**src/rtl/ntt_pkg.sv**
```systemverilog
// Shared definitions for the NTT sequencer: counter field widths, pass counts
// per operation, operation and FSM state encodings, and the per-mode last count.
package ntt_pkg;

  localparam int STEP_W      = 5;
  localparam int STAGE_W     = 3;
  localparam int CNT_W       = STAGE_W + STEP_W;
  localparam int STEPS       = 1 << STEP_W;

  localparam int NTT_STAGES  = 7;
  localparam int MULT_STAGES = 4;
  localparam int ADD_STAGES  = 4;

  typedef enum logic [1:0] {
    MODE_NTT    = 2'd0,
    MODE_INVNTT = 2'd1,
    MODE_MULT   = 2'd2,
    MODE_ADDSUB = 2'd3
  } mode_e;

  typedef enum logic [1:0] {
    ST_IDLE  = 2'd0,
    ST_RUN   = 2'd1,
    ST_DRAIN = 2'd2,
    ST_DONE  = 2'd3
  } state_e;

  // Final {stage,step} value of a run: every pass walks all 32 steps.
  function automatic logic [CNT_W-1:0] last_count(input logic [1:0] mode);
    int stages;
    case (mode)
      MODE_NTT, MODE_INVNTT: stages = NTT_STAGES;
      MODE_MULT:             stages = MULT_STAGES;
      default:               stages = ADD_STAGES;
    endcase
    return CNT_W'(stages * STEPS - 1);
  endfunction

endpackage

```
**src/rtl/ntt_seq_dly.sv**
```systemverilog
// Fixed-depth 1-bit delay line that turns the read strobe into the write-back
// strobe once data has crossed the butterfly and RAM pipeline.
module ntt_seq_dly
  import ntt_pkg::*;
#(
  parameter int DEPTH = 4
) (
  input  logic clk_i,
  input  logic rst_i,
  input  logic d_i,
  output logic q_o
);

  logic [DEPTH-1:0] sr_q;

  // Shift one position per cycle; reset flushes any in-flight writes.
  always_ff @(posedge clk_i) begin
    if (rst_i) begin
      sr_q <= '0;
    end else begin
      sr_q <= (sr_q << 1) | DEPTH'(d_i);
    end
  end

  assign q_o = sr_q[DEPTH-1];

endmodule

```
**src/rtl/ntt_seq_ctrl.sv**
```systemverilog
// Sequencer for the NTT address generator: accepts a start/mode request, sweeps
// the {stage,step} counter, and produces read/write strobes plus done/busy status.
// Optional build macro NTT_SEQ_STALL_EN adds a stall input that freezes the sweep.
module ntt_seq_ctrl
  import ntt_pkg::*;
#(
  parameter int PIPE_LAT = 4
) (
  input  logic             clk_i,
  input  logic             rst_i,
  input  logic             start_i,
  input  logic [1:0]       mode_i,
`ifdef NTT_SEQ_STALL_EN
  input  logic             stall_i,
`endif
  output logic             ready_o,
  output logic             busy_o,
  output logic [1:0]       mode_q_o,
  output logic [CNT_W-1:0] clk_counter_o,
  output logic             rd_en_o,
  output logic             wr_en_o,
  output logic             stage_done_o,
  output logic             done_o
);

  state_e           state_q;
  logic [CNT_W-1:0] cnt_q;
  logic [1:0]       mode_q;
  logic             rd_en_q;
  logic             busy_q;
  logic             ready_q;
  logic             done_q;
  logic [3:0]       drain_q;

  logic             stall_act;
  logic [CNT_W-1:0] last_cnt;

`ifdef NTT_SEQ_STALL_EN
  assign stall_act = stall_i & (state_q == ST_RUN);
`else
  assign stall_act = 1'b0;
`endif

  assign last_cnt = last_count(mode_q);

  // Single FSM: every status output is registered alongside the state.
  always_ff @(posedge clk_i) begin
    if (rst_i) begin
      state_q <= ST_IDLE;
      cnt_q   <= '0;
      mode_q  <= MODE_NTT;
      rd_en_q <= 1'b0;
      busy_q  <= 1'b0;
      ready_q <= 1'b1;
      done_q  <= 1'b0;
      drain_q <= '0;
    end else begin
      done_q <= 1'b0;
      case (state_q)
        ST_IDLE, ST_DONE: begin
          if (start_i) begin
            state_q <= ST_RUN;
            cnt_q   <= '0;
            mode_q  <= mode_i;
            rd_en_q <= 1'b1;
            busy_q  <= 1'b1;
            ready_q <= 1'b0;
          end else begin
            state_q <= ST_IDLE;
            busy_q  <= 1'b0;
            ready_q <= 1'b1;
          end
        end
        ST_RUN: begin
          if (!stall_act) begin
            if (cnt_q == last_cnt) begin
              state_q <= ST_DRAIN;
              cnt_q   <= '0;
              rd_en_q <= 1'b0;
              drain_q <= 4'(PIPE_LAT - 1);
            end else begin
              cnt_q <= cnt_q + 1'b1;
            end
          end
        end
        ST_DRAIN: begin
          if (drain_q == '0) begin
            state_q <= ST_DONE;
            done_q  <= 1'b1;
            busy_q  <= 1'b0;
            ready_q <= 1'b1;
          end else begin
            drain_q <= drain_q - 1'b1;
          end
        end
        default: state_q <= ST_IDLE;
      endcase
    end
  end

  assign rd_en_o       = rd_en_q & ~stall_act;
  assign stage_done_o  = rd_en_o & (cnt_q[STEP_W-1:0] == {STEP_W{1'b1}});
  assign ready_o       = ready_q;
  assign busy_o        = busy_q;
  assign mode_q_o      = mode_q;
  assign clk_counter_o = cnt_q;
  assign done_o        = done_q;

  ntt_seq_dly #(
    .DEPTH(PIPE_LAT)
  ) u_dly (
    .clk_i(clk_i),
    .rst_i(rst_i),
    .d_i  (rd_en_o),
    .q_o  (wr_en_o)
  );

endmodule
```
**config.mk**
```make
export PLATFORM = sky130hd
export DESIGN_NAME = ntt_seq_ctrl
export DESIGN_NICKNAME = d
export VERILOG_FILES = /design/src/rtl/ntt_pkg.sv /design/src/rtl/ntt_seq_dly.sv /design/src/rtl/ntt_seq_ctrl.sv
export SDC_FILE = /design/constraint.sdc
export NUM_CORES = 1
export LEC_CHECK = 0
export ABC_AREA = 1
export BUFFER_PORTS_ARGS = -buffer_cell sky130_fd_sc_hd__buf_2
export CAP_MARGIN = 10
export CORE_MARGIN = 2
export CORE_UTILIZATION = 30
export DETAILED_ROUTE_END_ITERATION = 8
export GPL_TIMING_DRIVEN = 0
export HOLD_SLACK_MARGIN = 0.12
export PLACE_DENSITY = 0.45
export SYNTH_ARGS = -nofsm -noshare
export SYNTH_HDL_FRONTEND = slang
export SYNTH_SLANG_ARGS = --single-unit
```
**constraint.sdc**
```tcl
create_clock -name clk_i -period 1.6 [get_ports clk_i]
set_input_delay 0.08 -clock clk_i [delete_from_list [all_inputs] [get_ports clk_i]]
set_output_delay 0.08 -clock clk_i [all_outputs]
set_load 0.005 [all_outputs]
```
Yosys cells after proc, flatten, opt, wreduce, memory -nomap -nowiden:

Cells that the tools add are included.

* logic and storage cells: 61
* bits in registers: 24
* output and inout bits: 16

* equality and inequality tests: 10
* reduce and logical (&&, ||, !) cells: 15
* muxes and demuxes: 21
* bitwise operators: 3
* add/sub/neg operators: 3

Operator list (number)
* 8-bit two-way mux: 2
* 8-bit case mux with 2 select lines: 1
* 8-bit by 1-bit adder with 8-bit output, second input constant: 1
* 8-bit equality test: 1
* 1-bit two-way mux: 8
* 4-bit two-way mux: 2
* 2-bit != test, second input constant: 4
* 4-bit case mux with 2 select lines: 1
* 2-bit AND reduction: 4
* 8-bit by 2-bit subtractor with 8-bit output, second input constant: 1
* 2-bit two-way mux: 3
* 1-bit case mux with 2 select lines: 3
* 2-bit case mux with 3 select lines: 1
* 3-bit AND reduction: 2
* 2-bit nonzero test: 3
* 2-bit OR reduction: 3
* 5-bit equality test, second input constant: 1
* 2-bit by 1-bit equality test with 1-bit output, second input constant: 2
* 2-bit equality test, second input constant: 2
* 2-bit logical NOT: 2
* 4-bit logical NOT: 1
* 4-bit by 1-bit OR with 4-bit output: 1
* 4-bit by 1-bit subtractor with 4-bit output, second input constant: 1
* 1-bit AND: 1
* 1-bit inverter: 1

Longest topological paths before layout:

* word-level depth: 7
* mapped depth: 10
* mapped depth without buffers: 10

Cells and area by module:

A second synthesis with hierarchy kept.

* cell total of the unflattened synthesis: 157
* area, all modules: 1146.1 um^2

By module, submodules not included
* ntt_seq_ctrl: cells each 145, area each 1036.0 um^2, seq. area each 400.4 um^2, times used 1
* ntt_seq_dly: cells each 12, area each 110.1 um^2, seq. area each 80.1 um^2, times used 1

Worst setup path after synthesis:

Ideal clock, no wire load.

* kind: reg2reg
* start: register state_q[0]
* end: register cnt_q[7], in the netlist clk_counter_o[7]
* path buffers: 0
* clock period less this slack: 1.388 ns
* required time: 1.486 ns
* slack: 0.212 ns
* stages on the path, launching flop included: 11
* arrival: 1.274 ns
* cell sequence: dfxtp_1 -> inv_1 -> ha_1 -> inv_1 -> nand2_1 -> nand2_2 -> nand4_1 -> nor2_1 -> nand2_1 -> nand2_1 -> nor2_1

* cells in the longest elaborated chain, start to end: 4
* elaborated cells on any way between the ends: 8
* those cells by class: eq/ne: 3; mux: 1; reduce/logical: 4

Ends and longest elaborated chain
* from (decl): RTL line ntt_seq_ctrl.sv:26 `state_e state_q;`
* from (signal assigned): RTL line ntt_seq_ctrl.sv:49 `state_q <= ST_IDLE;`
* from (signal assigned): RTL line ntt_seq_ctrl.sv:62 `state_q <= ST_RUN;`
* from (signal assigned): RTL line ntt_seq_ctrl.sv:69 `state_q <= ST_IDLE;`
* 2-bit equality test or 2-bit logical NOT (tied branches): RTL line ntt_seq_ctrl.sv:59 `case (state_q)`
* 2-bit OR reduction: RTL line ntt_seq_ctrl.sv:59
* 2-bit != test (no line) or 2-bit nonzero test (tied branches)
* 2-bit AND reduction (no line)
* to (signal assigned): RTL line ntt_seq_ctrl.sv:82 `cnt_q <= cnt_q + 1'b1;`
* to (decl): RTL line ntt_seq_ctrl.sv:27 `logic [CNT_W-1:0] cnt_q;`

Several ways; a longest one is shown, not always the timed one.
A chain may end at the register's enable or synchronous reset.

Worst setup path after layout:

Ends and elaborated chain as after synthesis.

==> results by group <==
Cells and area
  • Area grow syn2layout: 22.65%
  • Filler instances: 405
  • Commonest non-fill, non-tap cell in the layout: nand2_1
  • Most frequent cells in the layout: nand2_1 (32), nor2_1 (23), inv_1 (20), dfxtp_1 (20), buf_2 (20)
  • Multi-input logic area: 615.6 sq um
  • Register area: 485.5 sq um
  • Ant diodes: 0
  • Nets@finish: 195
  • Share of layout cells above drive strength 1: 25.14%

Status
  • Outcome: finished clean

Clock network
  • H-Tree Depth: 1
  • Post-CTS setup buffers: 0
  • CTS max path bufs: 2
  • Clk sink count: 24
  • Skew-Pair Late Insertion Delay: 270 ps
  • CTS buffer count: 3
  • CTS tree: yes
  • Clock slew at reported path FFs: 90 ps
  • CTS root buf: clkbuf_8

Worst setup path
  • Worst-path maximum fanout: 6
  • Worst path required time: 1770 ps
  • Critical path type: flip-flop to flip-flop
  • Max incr delay on CP: 350 ps
  • Start of the worst register-to-register path: state_q[0]
  • Buf/Inv on CP: 1
  • Startpoint Class: flip-flop
  • Critical Path Stages: 9
  • Top Family by Delay on Critical Path: simple AND/OR/NAND/NOR gates
  • Setup crit start: state_q[0]
  • Cell Chain, Critical Path: inv_1 > ha_4 > nand2_2 > nand2_2 > nand4_1 > nor2_1 > nand2_1 > nand2_1 > nor2_1
  • Reg2Reg Setup Slack: 140 ps
  • CP max stage cell: dfxtp_2
  • Crit end category: flip-flop
  • R2r endpoint: clk_counter_o[7]
  • Critical Path AT: 1630 ps
  • FF-to-FF path depth: 9
  • Worst setup path endpoint: clk_counter_o[7]

Timing
  • F_max: 684.4 MHz
  • Hold Vio Cnt, Final: 0
  • Unrepaired setup endpoints after global routing: false
  • Worst-margin pin slew: 460.8 ps
  • Fin Clk Skew: 2.040 ps
  • Setup TNS: 0 ps
  • Minimum clock period after layout: 1461 ps
  • Rel. slew slack: 69.28%
  • Final count of pins violating max slew: 0
  • Crit share post-route: 91.32%
  • # setup viols final: 0

Routing
  • Antenna Nets Post-Route: 0
  • WL met1: 1232 microns
  • Via-per-instance ratio: 4.403
  • Met2 Wirelength: 1068 microns
  • Met3 WL: 74 microns
  • Router iterations before antenna repair: 4
  • WL/cell: 10.45 microns
  • Vias: 1017
  • Initial DRC count: 14
  • DRC Markers: 0
  • Post-Route WL: 2413 microns
  • Top Layer Used: met4

Floorplanning
  • Starting density of the core: 31.52%
  • Die area: 0.004420 sq mm
  • Placement row count: 22
  • Core box area: 0.003716 sq mm
  • # IOs: 21
  • Die Wd: 66.48 microns
  • Die height: 66.48 microns

Synthesis
  • Sequential area share after synthesis: 41.03%
  • Top cells by area, synth: dfxtp_1 (41%), nand2_1 (10%), nor2_1 (7.4%)
  • Main combinational cell family by area after synthesis: simple AND/OR/NAND/NOR gates
  • Synth area leader: dfxtp_1
  • Post-Synthesis Cells: 156
  • Flops & latches, synth: 24
  • Synth Area in XOR/XNOR: 2.244%
  • Top-area cell type share of the netlist area: 41.03%
  • Mux contribution to synthesized area: 0%
  • Average cell area after synthesis: 7.507 sq um
  • Synth Warn #: 0
  • Synth cell types: 25
  • Simple-Gate Fraction of Synth Area: 34.19%
  • Post-Syn Nets: 167
  • Synth Cell Area: 0.001171 sq mm
  • Adder-cell share of the synthesized area: 6.410%
  • Compound-Gate Fraction of Synth Area: 8.440%

Pwr
  • Combinational power share: 46.7%
  • P_sw: 0.0009723 W
  • Clock power frac: 17.4%
  • Power Density: 1679 mW/mm^2
  • Seq pwr share: 35.9%
  • Switching part of the total power: 40.32%
  • Cell Int Power: 0.001439 W
  • Tot Pwr: 0.002412 W
  • Leakage: 0.6532 nW
  • Maximum vdd drop: 0.5107 mV

Global routing
  • Largest net degree at the start of global routing: 14
  • First-pass GRT wire length: 4119 microns
  • Total GRT Usage: 12.16%
  • Initial antenna violation count: 0
  • Vias in the first global route: 962
  • Global route total overflow: 0

Flow run
  • Max-cap violations: 0

Placement
  • Detailed placer's ending HPWL: 1791 microns
  • PortBufs: 20
  • GPL Wtd Cong: 0.7259

Worst hold path
  • Worst hold path type: input pin to flip-flop
layer usage:
metal,vias to the layer above,track usage (%)
li1,547,-
met1,449,15.44
met2,17,19.38
met3,4,2.027
met4,0,6.888
met5,-,0
tightest hold or removal path, stage by stage:
cell	delay (ps)
buf_2	100
o211ai_1	120
nor2_1	90
worst min path at each step:
stage / from / to / cells past startpoint
after detailed placement: rst_i / u_dly.sr_q[0] / 2
final: start_i / busy_o / 3
after global placement: rst_i / u_dly.sr_q[0] / 2
after CTS: start_i / busy_o / 3
after floorplan: rst_i / u_dly.sr_q[0] / 1
after global routing: start_i / busy_o / 3
layout make-up:
type	count	share of cell area, %
multi-input combinational	110	42.86
buffer	2	1.045
tap	48	4.181
sequential	24	33.80
timing repair buffer	23	9.059
inverter	20	5.226
clock buffer	4	3.833
sequential cells by signal (all words and copies together), names as in the netlist:
register / count
done_o: 1
ready_o: 1
drain_q: 4
rd_en_o: 1
mode_q_o: 2
clk_counter_o: 8
state_q: 2
busy_o: 1
u_dly.sr_q: 4
synth_stat cells:
cell / count
nor2_2: 3
nand3_1: 11
nor3_1: 1
dfxtp_1: 24
nand2_2: 4
clkbuf_1: 1
nor2_1: 23
a21o_1: 1
nand4_1: 1
a21oi_2: 1
nand4_2: 1
ha_1: 6
o211ai_1: 1
inv_1: 20
nor3_2: 1
a21oi_1: 9
o21ai_1: 2
buf_6: 1
nand2_4: 4
xor2_1: 2
nand3_2: 1
o21ai_0: 4
or2_1: 1
nand2_1: 32
xnor2_1: 1
repair_timing:
action	4_1_cts	5_1_grt
endpoints found under the hold margin	4	0
setup endpoints to repair	1	3
gates cloned	0	0
resized for setup	1	5
hold buffers	3	0
power groups by stage:
stage	registers [W]	logic [W]	clock network [W]
floorplan	0.000854	0.000832	0
global placement	0.000854	0.00107	0
detailed placement	0.000861	0.00109	0
CTS	0.000853	0.00113	0.000431
global route	0.000886	0.00127	0.000458
finish	0.000865	0.00113	0.000421
kinds of logic (layout without fill, tap and decap cells):
| logic type | after synthesis | in the layout |
|---|---|---|
| AOI/OAI and AO/OA | 18 | 18 |
| adders and majority gates | 6 | 6 |
| xor gates and xnor gates | 3 | 3 |
| buffers and inverters | 22 | 49 |
| DFF | 24 | 24 |
| and+or+nand+nor | 83 | 83 |
stage by stage:
stage                     instances  worst slack, ps  utilization (%)  hold WS, ps  instance area, sq um
final                           231            138.8            38.65        146.8                  1436
after global routing            231            12.96            38.65        177.6                  1436
after CTS                       231            73.26            38.45        147.8                  1429
after detailed placement        224            14.43            35.82        292.2                  1331
after global placement          224            82.32            35.82        290.2                  1331
after floorplan                 156            212.0                -        162.6                  1171
Note: power is estimated with default switching activity, not from simulation.
